`config.mk`:
```
export PLATFORM = sky130hd
export DESIGN_NAME = clock_period_meter
export DESIGN_NICKNAME = d
export VERILOG_FILES = /design/src/rtl/clock_meter_pkg.sv /design/src/rtl/sync_edge_detect.sv /design/src/rtl/clock_period_meter.sv
export SDC_FILE = /design/constraint.sdc
export NUM_CORES = 1
export LEC_CHECK = 0
export ABC_CLOCK_PERIOD_IN_PS = 8700
export BUFFER_PORTS_ARGS = -buffer_cell sky130_fd_sc_hd__buf_2
export CORE_MARGIN = 3
export CORE_UTILIZATION = 40
export DETAILED_ROUTE_END_ITERATION = 16
export GPL_TIMING_DRIVEN = 0
export HOLD_SLACK_MARGIN = 0.02
export PLACE_DENSITY = 0.58
export SYNTH_ARGS = -nofsm -noshare
export SYNTH_HDL_FRONTEND = slang
export SYNTH_SLANG_ARGS = --single-unit
```
`constraint.sdc`:
```
create_clock -name CLOCK_50 -period 8.7 [get_ports CLOCK_50]
set_input_delay 0 -clock CLOCK_50 [delete_from_list [all_inputs] [get_ports CLOCK_50]]
set_output_delay 0 -clock CLOCK_50 [all_outputs]
set_load 0.05 [all_outputs]
```
`src/rtl/clock_meter_pkg.sv`:
```
// Shared types and default constants for the clock period meter.
package clock_meter_pkg;

    typedef enum logic [1:0] {
        IDLE,
        MEASURE,
        TIMEOUT
    } meter_state_t;

    localparam int unsigned CLK_HZ      = 50_000_000;
    localparam int unsigned DEF_TIMEOUT = 2 * CLK_HZ;
    localparam int unsigned DEF_CNT_W   = 32;

endpackage

```
`src/rtl/sync_edge_detect.sv`:
```
// Multi-stage synchronizer for an asynchronous level plus one-cycle rise/fall strobes.
module sync_edge_detect #(
    parameter int unsigned SYNC_STAGES = 2
) (
    input  logic clk_i,
    input  logic rst_ni,
    input  logic sig_i,
    output logic rise_o,
    output logic fall_o
);

    logic [SYNC_STAGES-1:0] sync_q;
    logic                   sync_d_q;
    logic                   level;

    assign level = sync_q[SYNC_STAGES-1];

    always_ff @(posedge clk_i) begin
        if (!rst_ni) begin
            sync_q   <= '0;
            sync_d_q <= 1'b0;
        end else begin
            sync_q   <= {sync_q[SYNC_STAGES-2:0], sig_i};
            sync_d_q <= level;
        end
    end

    assign rise_o = level & ~sync_d_q;
    assign fall_o = ~level & sync_d_q;

endmodule

```
`src/rtl/clock_period_meter.sv`:
```
// Measures period and (with CLOCK_METER_DUTY_EN defined) high time of a slow input
// in CLOCK_50 cycles, presenting each result on a valid/ready interface.
module clock_period_meter
    import clock_meter_pkg::*;
#(
    parameter int unsigned      CNT_W       = DEF_CNT_W,
    parameter logic [CNT_W-1:0] TIMEOUT     = CNT_W'(DEF_TIMEOUT),
    parameter int unsigned      SYNC_STAGES = 2
) (
    input  logic             CLOCK_50,
    input  logic             reset_n,
    input  logic             sig_in,
    output logic [CNT_W-1:0] period,
    output logic [CNT_W-1:0] high_time,
    output logic             meas_valid,
    input  logic             meas_ready,
    output logic             overrun,
    output logic             timeout
);

    meter_state_t     state_q;
    logic [CNT_W-1:0] cnt_q;
    logic [CNT_W-1:0] cnt_d;
    logic [CNT_W-1:0] period_q;
    logic             meas_valid_q;
    logic             overrun_q;
    logic             timeout_q;
    logic             rise;
    logic             fall;
    logic             load_d;

    sync_edge_detect #(
        .SYNC_STAGES(SYNC_STAGES)
    ) u_sync_edge_detect (
        .clk_i (CLOCK_50),
        .rst_ni(reset_n),
        .sig_i (sig_in),
        .rise_o(rise),
        .fall_o(fall)
    );

    assign cnt_d  = cnt_q + CNT_W'(1);
    assign load_d = (state_q == MEASURE) && rise;

    always_ff @(posedge CLOCK_50) begin
        if (!reset_n) begin
            state_q      <= IDLE;
            cnt_q        <= '0;
            period_q     <= '0;
            meas_valid_q <= 1'b0;
            overrun_q    <= 1'b0;
            timeout_q    <= 1'b0;
        end else begin
            case (state_q)
                IDLE: begin
                    if (rise) begin
                        cnt_q   <= '0;
                        state_q <= MEASURE;
                    end
                end
                MEASURE: begin
                    // A rise on the last allowed cycle still counts as a valid period.
                    if (rise) begin
                        cnt_q <= '0;
                    end else if (cnt_d == TIMEOUT) begin
                        state_q   <= clock_meter_pkg::TIMEOUT;
                        timeout_q <= 1'b1;
                    end else begin
                        cnt_q <= cnt_d;
                    end
                end
                clock_meter_pkg::TIMEOUT: begin
                    if (rise) begin
                        cnt_q     <= '0;
                        timeout_q <= 1'b0;
                        state_q   <= MEASURE;
                    end
                end
                default: state_q <= IDLE;
            endcase

            if (load_d) begin
                period_q     <= cnt_d;
                meas_valid_q <= 1'b1;
                if (meas_valid_q && !meas_ready) begin
                    overrun_q <= 1'b1;
                end
            end else if (meas_valid_q && meas_ready) begin
                meas_valid_q <= 1'b0;
            end
        end
    end

    assign period     = period_q;
    assign meas_valid = meas_valid_q;
    assign overrun    = overrun_q;
    assign timeout    = timeout_q;

`ifdef CLOCK_METER_DUTY_EN
    logic [CNT_W-1:0] hi_cap_q;
    logic [CNT_W-1:0] high_time_q;

    always_ff @(posedge CLOCK_50) begin
        if (!reset_n) begin
            hi_cap_q    <= '0;
            high_time_q <= '0;
        end else begin
            if ((state_q == MEASURE) && fall) begin
                hi_cap_q <= cnt_d;
            end
            if (load_d) begin
                high_time_q <= hi_cap_q;
            end
        end
    end

    assign high_time = high_time_q;
`else
    // Fall strobe only matters when duty measurement is built in.
    logic unused_fall;
    assign unused_fall = fall;
    assign high_time   = '0;
`endif

endmodule

```
==> metrics.csv, run 1 <==
stage;metric;value;unit
sta;report.final.hold_viol_count;0;
clock_tree;clock_net_sink_count;72;
power;peakVddDrop;0.07498;mV
min_path;hp-class;primary input to flip-flop;
drt;first_pass_iters;6;
sta;worst_slew_margin_relative_to_its_limit;39.67;%
sta;maximum_frequency_from_static_timing_analysis;253.7;MHz
worst_setup_path;critical_path.cell_chain;ha_1 > nand3_2 > nor4_1 > nand2_1 > or3_1 > a22oi_1 > nand4_1 > nand2_1 > buf_4 > o22ai_1;
sta;setup-tns-final;0;ns
worst_setup_path;critPathCaptureType;flip-flop;
global_route;number_of_global_route_vias_before_repair;3537;
worst_setup_path;worst_path_max_delay_cell;nor4_1;
placement;globalplace.congestion;0.9341;
drt;route.antenna.remaining_nets;0;
clock_tree;clock_buffer_count_from_cts;9;
global_route;grt_overflow_total;0;
worst_setup_path;worst-path-max-fanout;10;
finish;final_cell_area;4895;um^2
worst_setup_path;startpoint_type;flip-flop;
placement;area_post_placement;4677;um^2
power;cell_pwr_density;140.4;nW/um^2
run_status;status;finished, final reports clean;
clock_tree;cts-resized-gates;0;
placement;hpwl;9213;um
drt;post_drt_via_cell_ratio;5.386;
sta;period_share;45.31;%
floorplanning;number_of_standard_cell_rows_in_the_floorplan;36;
floorplanning;die_x;108.5;um
finish;fraction_of_layout_instances_using_a_drive_strength_above_1;21.88;%
global_route;grt.total_usage;21.42;%
sta;fin_worst_skew;0.009027;ns
sta;finalWorstPathRequiredPeriod;3.942;ns
worst_setup_path;ff2ff_setup_slack;4.76;ns
finish;synthToLayoutAreaGrowth;16.43;%
drt;vias;3867;
worst_setup_path;path_class;flip-flop to flip-flop;
worst_setup_path;critical-path-top-cell-by-count;nand2_1;
clock_tree;post-cts-setup-buffers;0;
sta;setup-violations-final;0;
min_path;hold_depth;4;
sta;count_of_final_max_slew_check_failures;0;
clock_tree;cts-root-to-sink-buffers;2;
worst_setup_path;critPathArrivalTime;4.19;ns
drt;avgRoutedWirePerCell;16.96;um
floorplanning;design.portCount;71;
yosys;number_of_synthesized_flops_with_an_enable_pin;0;
yosys;yosysUniqueCellTypes;68;
clock_tree;hold_buffers;2;
worst_setup_path;worst_r2r_endpoint;cnt_q[26];
floorplanning;design.core.area;10000;um^2
floorplanning;die-height;108.5;um
global_route;antenna_found_initial;0;
clock_tree;path_clk_slew;0.08;ns
floorplanning;initial_utilization;42.04;%
floorplanning;design.die.area;11780;um^2
global_route;global_route_wire_length_before_repair;18980;um
finish;antenna-diode-count;0;
drt;drc;0;
placement;port_buffers;38;
finish;final-instance-count-excl-fill;718;
min_path;hold_path_startpoint;reset_n;
drt;route.final.wire_length;12170;um
yosys;ys_async_sr_fraction;0;%
yosys;synth_seq_cells;72;
power;cellLeakagePower;2.167;nW
finish;filler_cell_count;1024;
worst_setup_path;regToRegStartpoint;cnt_q[0];
worst_setup_path;cpPeakStageDelay;0.78;ns
clock_tree;cts_tree;yes;
placement;placed_cells_incl_taps;700;
clock_tree;clock_insertion_delay_worst_skew;0.37;ns
finish;fin_util;48.95;%
clock_tree;clock_tree_root_driver_cell;clkbuf_8;
yosys;synth_area_per_cell;8.442;um^2
yosys;seq_total_area_yosys;34.29;%
worst_setup_path;worstPathRequired;8.95;ns
yosys;synth_area;4204;um^2
drt;dr.first_iter.drc_count;283;
sta;timing_worst_slew_pin_value;0.8966;ns
yosys;postSynth.topFlopCell;dfxtp_1;
clock_tree;clock_tree.htree_level_count;3;
yosys;postSynthCellCount;498;
min_path;worstHoldEndpoint;cnt_q[22];
finish;finish.net_count;586;
global_route;largest_net_degree_at_the_start_of_global_routing;13;
yosys;synth-warning-count;0;
worst_setup_path;r2r_cells;10;
job;drv.max_cap_violation_count;0;
sta;rsz0062_at_grt;no;
where the power goes:
part	switching (mW)	leakage [nW]	internal [mW]
Clock	0.134	0.0993	0.140
Sequential	0.00187	0.581	0.332
Combinational	0.0601	1.49	0.0195
Total	0.196	2.17	0.491
metal layers:
layer,vias up,track usage [%],share of wire [%],wire [um]
met4,0,9.648,2.2,272
met1,1816,29.41,47,5711
li1,1888,-,-,-
met3,19,3.642,7.0,852
met5,-,0,0,0
met2,144,32.79,44,5338
metrics by stage:
| step | setup slack [ns] | power (mW) | hold slack (ns) |
|---|---|---|---|
| 6_report | 4.758 | 0.6872 | 0.07684 |
| 5_1_grt | 4.653 | 0.7093 | 0.08474 |
| 4_1_cts | 4.803 | 0.6919 | 0.06457 |
| 3_5_place_dp | 4.822 | 0.4200 | 0.2156 |
| 3_3_place_gp | 4.876 | 0.4200 | 0.2157 |
| 2_1_floorplan | 5.539 | 0.4075 | 0.1273 |
final cells by class:
type,instances,area [um^2],share of cell area [%]
Clock buffer,11,141.4,2.889
Clock inverter,5,56.30,1.150
Timing Repair Buffer,40,210.2,4.294
Inverter,11,41.29,0.8436
Buffer,71,431.7,8.819
Multi-Input combinational cell,375,2406,49.16
Tap cell,133,166.4,3.400
Sequential cell,72,1441,29.45
cells in the final DEF (no fill, tap or decap), types with 4 or more instances in the layout:
cell,Yosys,layout
xnor2_1,19,19
inv_1,11,11
conb_1,1,32
nand2b_1,5,5
o31ai_1,7,7
nor3_1,13,13
o21a_1,4,4
or4_1,4,4
o211ai_1,7,7
a21oi_1,5,5
and2_1,11,11
o211a_1,23,23
a31oi_1,7,7
or3_1,7,7
o21ai_0,7,7
nand2_1,70,70
nand4_1,15,15
o311a_1,4,4
and3_1,6,6
buf_2,9,47
dfxtp_1,72,72
clkbuf_1,21,22
nor2_1,27,27
o22ai_2,9,9
o21ai_1,5,5
buf_4,39,39
xor2_1,11,11
clkbuf_8,0,10
nor4_1,5,5
nand3_1,16,16
registers in the layout (all words and copies together) (netlist names):
| signal | count |
|---|---|
| period | 32 |
| u_sync_edge_detect.sync_q | 2 |
| u_sync_edge_detect.sync_d_q | 1 |
| timeout | 1 |
| cnt_q | 32 |
| meas_valid | 1 |
| state_q | 2 |
| overrun | 1 |
worst max-delay path by stage:
stage	start	to	slack [ns]
after floorplan	cnt_q[0]	cnt_q[10]	5.54
after global placement	cnt_q[0]	cnt_q[26]	4.88
after detailed placement	cnt_q[0]	cnt_q[26]	4.82
after CTS	cnt_q[0]	cnt_q[26]	4.80
after global routing	cnt_q[0]	cnt_q[25]	4.65
final	cnt_q[0]	cnt_q[26]	4.76
synth_stat cells (7+ instances only):
master | count | area, um^2
o21ai_0 | 7 | 35.03
o31ai_1 | 7 | 52.55
nand2_1 | 70 | 262.8
o22ai_2 | 9 | 112.6
xor2_1 | 11 | 96.34
nor3_1 | 13 | 65.06
nor2_1 | 27 | 101.4
a31oi_1 | 7 | 43.79
o211a_1 | 23 | 230.2
buf_2 | 9 | 45.04
buf_4 | 39 | 292.8
and2_1 | 11 | 68.82
nand3_1 | 16 | 80.08
nand4_1 | 15 | 93.84
o211ai_1 | 7 | 52.55
inv_1 | 11 | 41.29
dfxtp_1 | 72 | 1441
clkbuf_1 | 21 | 78.83
xnor2_1 | 19 | 166.4
or3_1 | 7 | 43.79
logic make-up after synthesis:
kind of cell | Yosys count | share of synthesized area [%]
xor+xnor | 30 | 6.250
simple gates | 205 | 26.19
compound gates | 104 | 20.86
fa+ha+maj | 2 | 0.5951
flops | 72 | 34.29
buf+inv | 82 | 11.25
other cells | 1 | 0.08920
mux | 2 | 0.4762
critical path, delay by kind of cell, from the launching register on:
| kind | cells | cell delay (ns) |
|---|---|---|
| AO/OA/AOI/OAI | 2 | 0.50 |
| adder cells (fa/ha/maj) | 1 | 0.38 |
| buffers and inverters | 1 | 0.27 |
| flip-flops | 1 | 0.52 |
| AND/OR/NAND/NOR | 6 | 2.13 |
No activity file was read; power rests on OpenSTA's default activity.
==> inputs of run 2 (changes only) <==
--- a/config.mk
+++ b/config.mk
@@ -5,7 +5,7 @@
 export SDC_FILE = /design/constraint.sdc
 export NUM_CORES = 1
 export LEC_CHECK = 0
-export ABC_CLOCK_PERIOD_IN_PS = 8700
+export ABC_CLOCK_PERIOD_IN_PS = 3800
 export BUFFER_PORTS_ARGS = -buffer_cell sky130_fd_sc_hd__buf_2
 export CORE_MARGIN = 3
 export CORE_UTILIZATION = 40
==> constraint.sdc (replaced) <==
create_clock -name CLOCK_50 -period 3.8 [get_ports CLOCK_50]
set_input_delay 0 -clock CLOCK_50 [delete_from_list [all_inputs] [get_ports CLOCK_50]]
set_output_delay 0 -clock CLOCK_50 [all_outputs]
set_load 0.05 [all_outputs]
==> run 2 against run 1 <==
Effect of this change:
- utilization up 0.24 points
- critical path type unchanged
- flip-flop and latch count is the same
- global-route usage unchanged
- maximum frequency grew 9.1%
- largest cell class unchanged
==> metrics.csv, run 2 (synthesized netlist as in run 1, its figures left out) <==
stage;metric;value;unit;change
global_route;largest_net_degree_at_the_start_of_global_routing;13;;unchanged
sta;fin_worst_skew;0.01061;ns;+0.001581 ns
sta;finalWorstPathRequiredPeriod;3.612;ns;-0.3302 ns
drt;first_pass_iters;5;;-1
worst_setup_path;timing.critical_path.max_delay_family;simple AND/OR/NAND/NOR gates;;
finish;final-seq-area;1443;um^2;about the same
drt;route.antenna.remaining_nets;0;;unchanged
worst_setup_path;critPathCaptureType;flip-flop;;
drt;vias;3869;;+0.052%
global_route;global_route_wire_length_before_repair;18980;um;unchanged
floorplanning;number_of_standard_cell_rows_in_the_floorplan;36;;unchanged
clock_tree;cts_tree;yes;;
worst_setup_path;worst_path_max_delay_cell;or4_4;;
sta;rsz0062_at_grt;no;;
job;drv.max_cap_violation_count;0;;unchanged
sta;report.final.hold_viol_count;0;;unchanged
sta;setup-tns-final;0;ns;unchanged
clock_tree;clock_tree_root_driver_cell;clkbuf_8;;
finish;synthToLayoutAreaGrowth;16.99;%;
floorplanning;design.portCount;71;;unchanged
power;peakVddDrop;0.1719;mV;+130%
min_path;hp-class;primary input to flip-flop;;
finish;fraction_of_layout_instances_using_a_drive_strength_above_1;22.91;%;+1.0 points
placement;globalplace.congestion;0.9341;;unchanged
worst_setup_path;cpPeakStageDelay;0.60;ns;-0.18 ns
sta;worst_slew_margin_relative_to_its_limit;47.89;%;+8.2 points
drt;dr.first_iter.drc_count;265;;-6.4%
worst_setup_path;critPathArrivalTime;3.91;ns;-0.28 ns
worst_setup_path;worst-path-max-fanout;10;;unchanged
clock_tree;post-cts-setup-buffers;0;;unchanged
sta;maximum_frequency_from_static_timing_analysis;276.9;MHz;+9.1%
finish;antenna-diode-count;0;;unchanged
global_route;grt.total_usage;21.42;%;unchanged
finish;filler_cell_count;1024;;unchanged
drt;drc;0;;unchanged
sta;post-route-worst-setup-slack;0.1880;ns;-4.570 ns
placement;hpwl;9213;um;unchanged
clock_tree;clock_buffer_count_from_cts;9;;unchanged
sta;period_share;95.05;%;+50 points
clock_tree;cts-root-to-sink-buffers;2;;unchanged
drt;avgRoutedWirePerCell;16.83;um;-0.74%
clock_tree;clock_net_sink_count;72;;unchanged
run_status;status;finished, final reports clean;;
clock_tree;path_clk_slew;0.08;ns;about the same
worst_setup_path;path_class;flip-flop to flip-flop;;
clock_tree;clock_insertion_delay_worst_skew;0.36;ns;about the same
worst_setup_path;worstPathRequired;4.10;ns;-4.85 ns
finish;area_of_combinational_cells_with_multiple_inputs;2429;um^2;+0.94%
worst_setup_path;critical_path.cell_chain;ha_2 > nand3_2 > or4_4 > or4_4 > a222oi_1 > and4b_1 > and4_1 > buf_4 > a21oi_4 > buf_6 > o2bb2ai_2;;
power;cellLeakagePower;2.165;nW;about the same
floorplanning;die_x;108.5;um;unchanged
global_route;grt_overflow_total;0;;unchanged
drt;route.final.wire_length;12080;um;-0.74%
floorplanning;initial_utilization;42.04;%;unchanged
worst_setup_path;critical-path-top-cell-by-count;or4_4;;
finish;finish.net_count;586;;unchanged
floorplanning;design.die.area;11780;um^2;unchanged
placement;place_ws;-0.07780;ns;-4.900 ns
sta;setup-violations-final;0;;unchanged
worst_setup_path;critPathBufInv;2;;+1
power;cell_pwr_density;319.2;nW/um^2;+130%
global_route;number_of_global_route_vias_before_repair;3537;;unchanged
sta;timing_worst_slew_pin_value;0.7800;ns;-0.1166 ns
floorplanning;die-height;108.5;um;unchanged
floorplanning;design.core.area;10000;um^2;unchanged
drt;post_drt_via_cell_ratio;5.389;;about the same
global_route;antenna_found_initial;0;;unchanged
worst_setup_path;startpoint_type;flip-flop;;
finish;mostFrequentLayoutCell;dfxtp_1;;
placement;port_buffers;38;;unchanged
sta;count_of_final_max_slew_check_failures;0;;unchanged
clock_tree;clock_tree.htree_level_count;3;;unchanged
finish;layout_common_cells;71 x dfxtp_1, 69 x nand2_1, 47 x buf_2;;
==> run 2: per-stage QoR <==
step                      utilization (%)  total power [mW]  hold WS [ns]  std cells  cell area, um^2
final                               49.19             1.570       0.08432        718             4918
after global routing                49.19             1.624       0.08475        718             4918
after CTS                           49.01             1.584       0.06457        718             4901
after detailed placement            46.77            0.9616        0.2156        700             4677
after global placement              46.77            0.9616        0.2157        700             4677
after floorplan                         -            0.9330        0.1273        529             4320
==> run 2: timing repair <==
action	4_1_cts	5_1_grt
gates resized for setup	1	5
endpoints found under the hold margin	3	0
setup endpoints to repair	15	18
pin swaps	0	0
hold buffers	2	0
==> run 2: metal layers <==
| metal | part of all wire (%) | vias up | GRT usage [%] |
|---|---|---|---|
| met5 | 0 | - | 0 |
| met4 | 2.6 | 0 | 9.648 |
| met3 | 6.9 | 21 | 3.642 |
| met2 | 44 | 157 | 32.79 |
| met1 | 47 | 1801 | 29.41 |
| li1 | - | 1890 | - |
==> run 2: power by group <==
group | total (mW) | switching (mW) | internal [mW]
clock network | 0.622 | 0.302 | 0.320
registers | 0.765 | 0.00431 | 0.761
logic | 0.183 | 0.138 | 0.0450
==> run 2: final timing paths <==
check	startpoint	to	slack [ns]	cells past startpoint
setup / recovery	cnt_q[1]	cnt_q[16]	0.19	11
hold / removal	reset_n	cnt_q[22]	0.08	4
setup reg to reg	cnt_q[1]	cnt_q[16]	0.19	11
hold reg to reg	u_sync_edge_detect.sync_q[0]	u_sync_edge_detect.sync_q[1]	0.45	1
==> run 2: area by class of cell <==
type | count | share of cell area [%]
sequential | 72 | 29.33
clock inverter | 5 | 1.145
multi-input combinational | 375 | 49.38
clock buffer | 11 | 2.875
inverter | 11 | 0.8395
buffer | 71 | 8.776
timing repair buffer | 40 | 4.274
tap | 133 | 3.383
==> run 2: worst min-delay path, delay by kind of cell <==
kind                   cells  cell delay (ns)
AND/OR/NAND/NOR            1             0.09
buffers and inverters      1             0.13
AO/OA/AOI/OAI              2             0.19
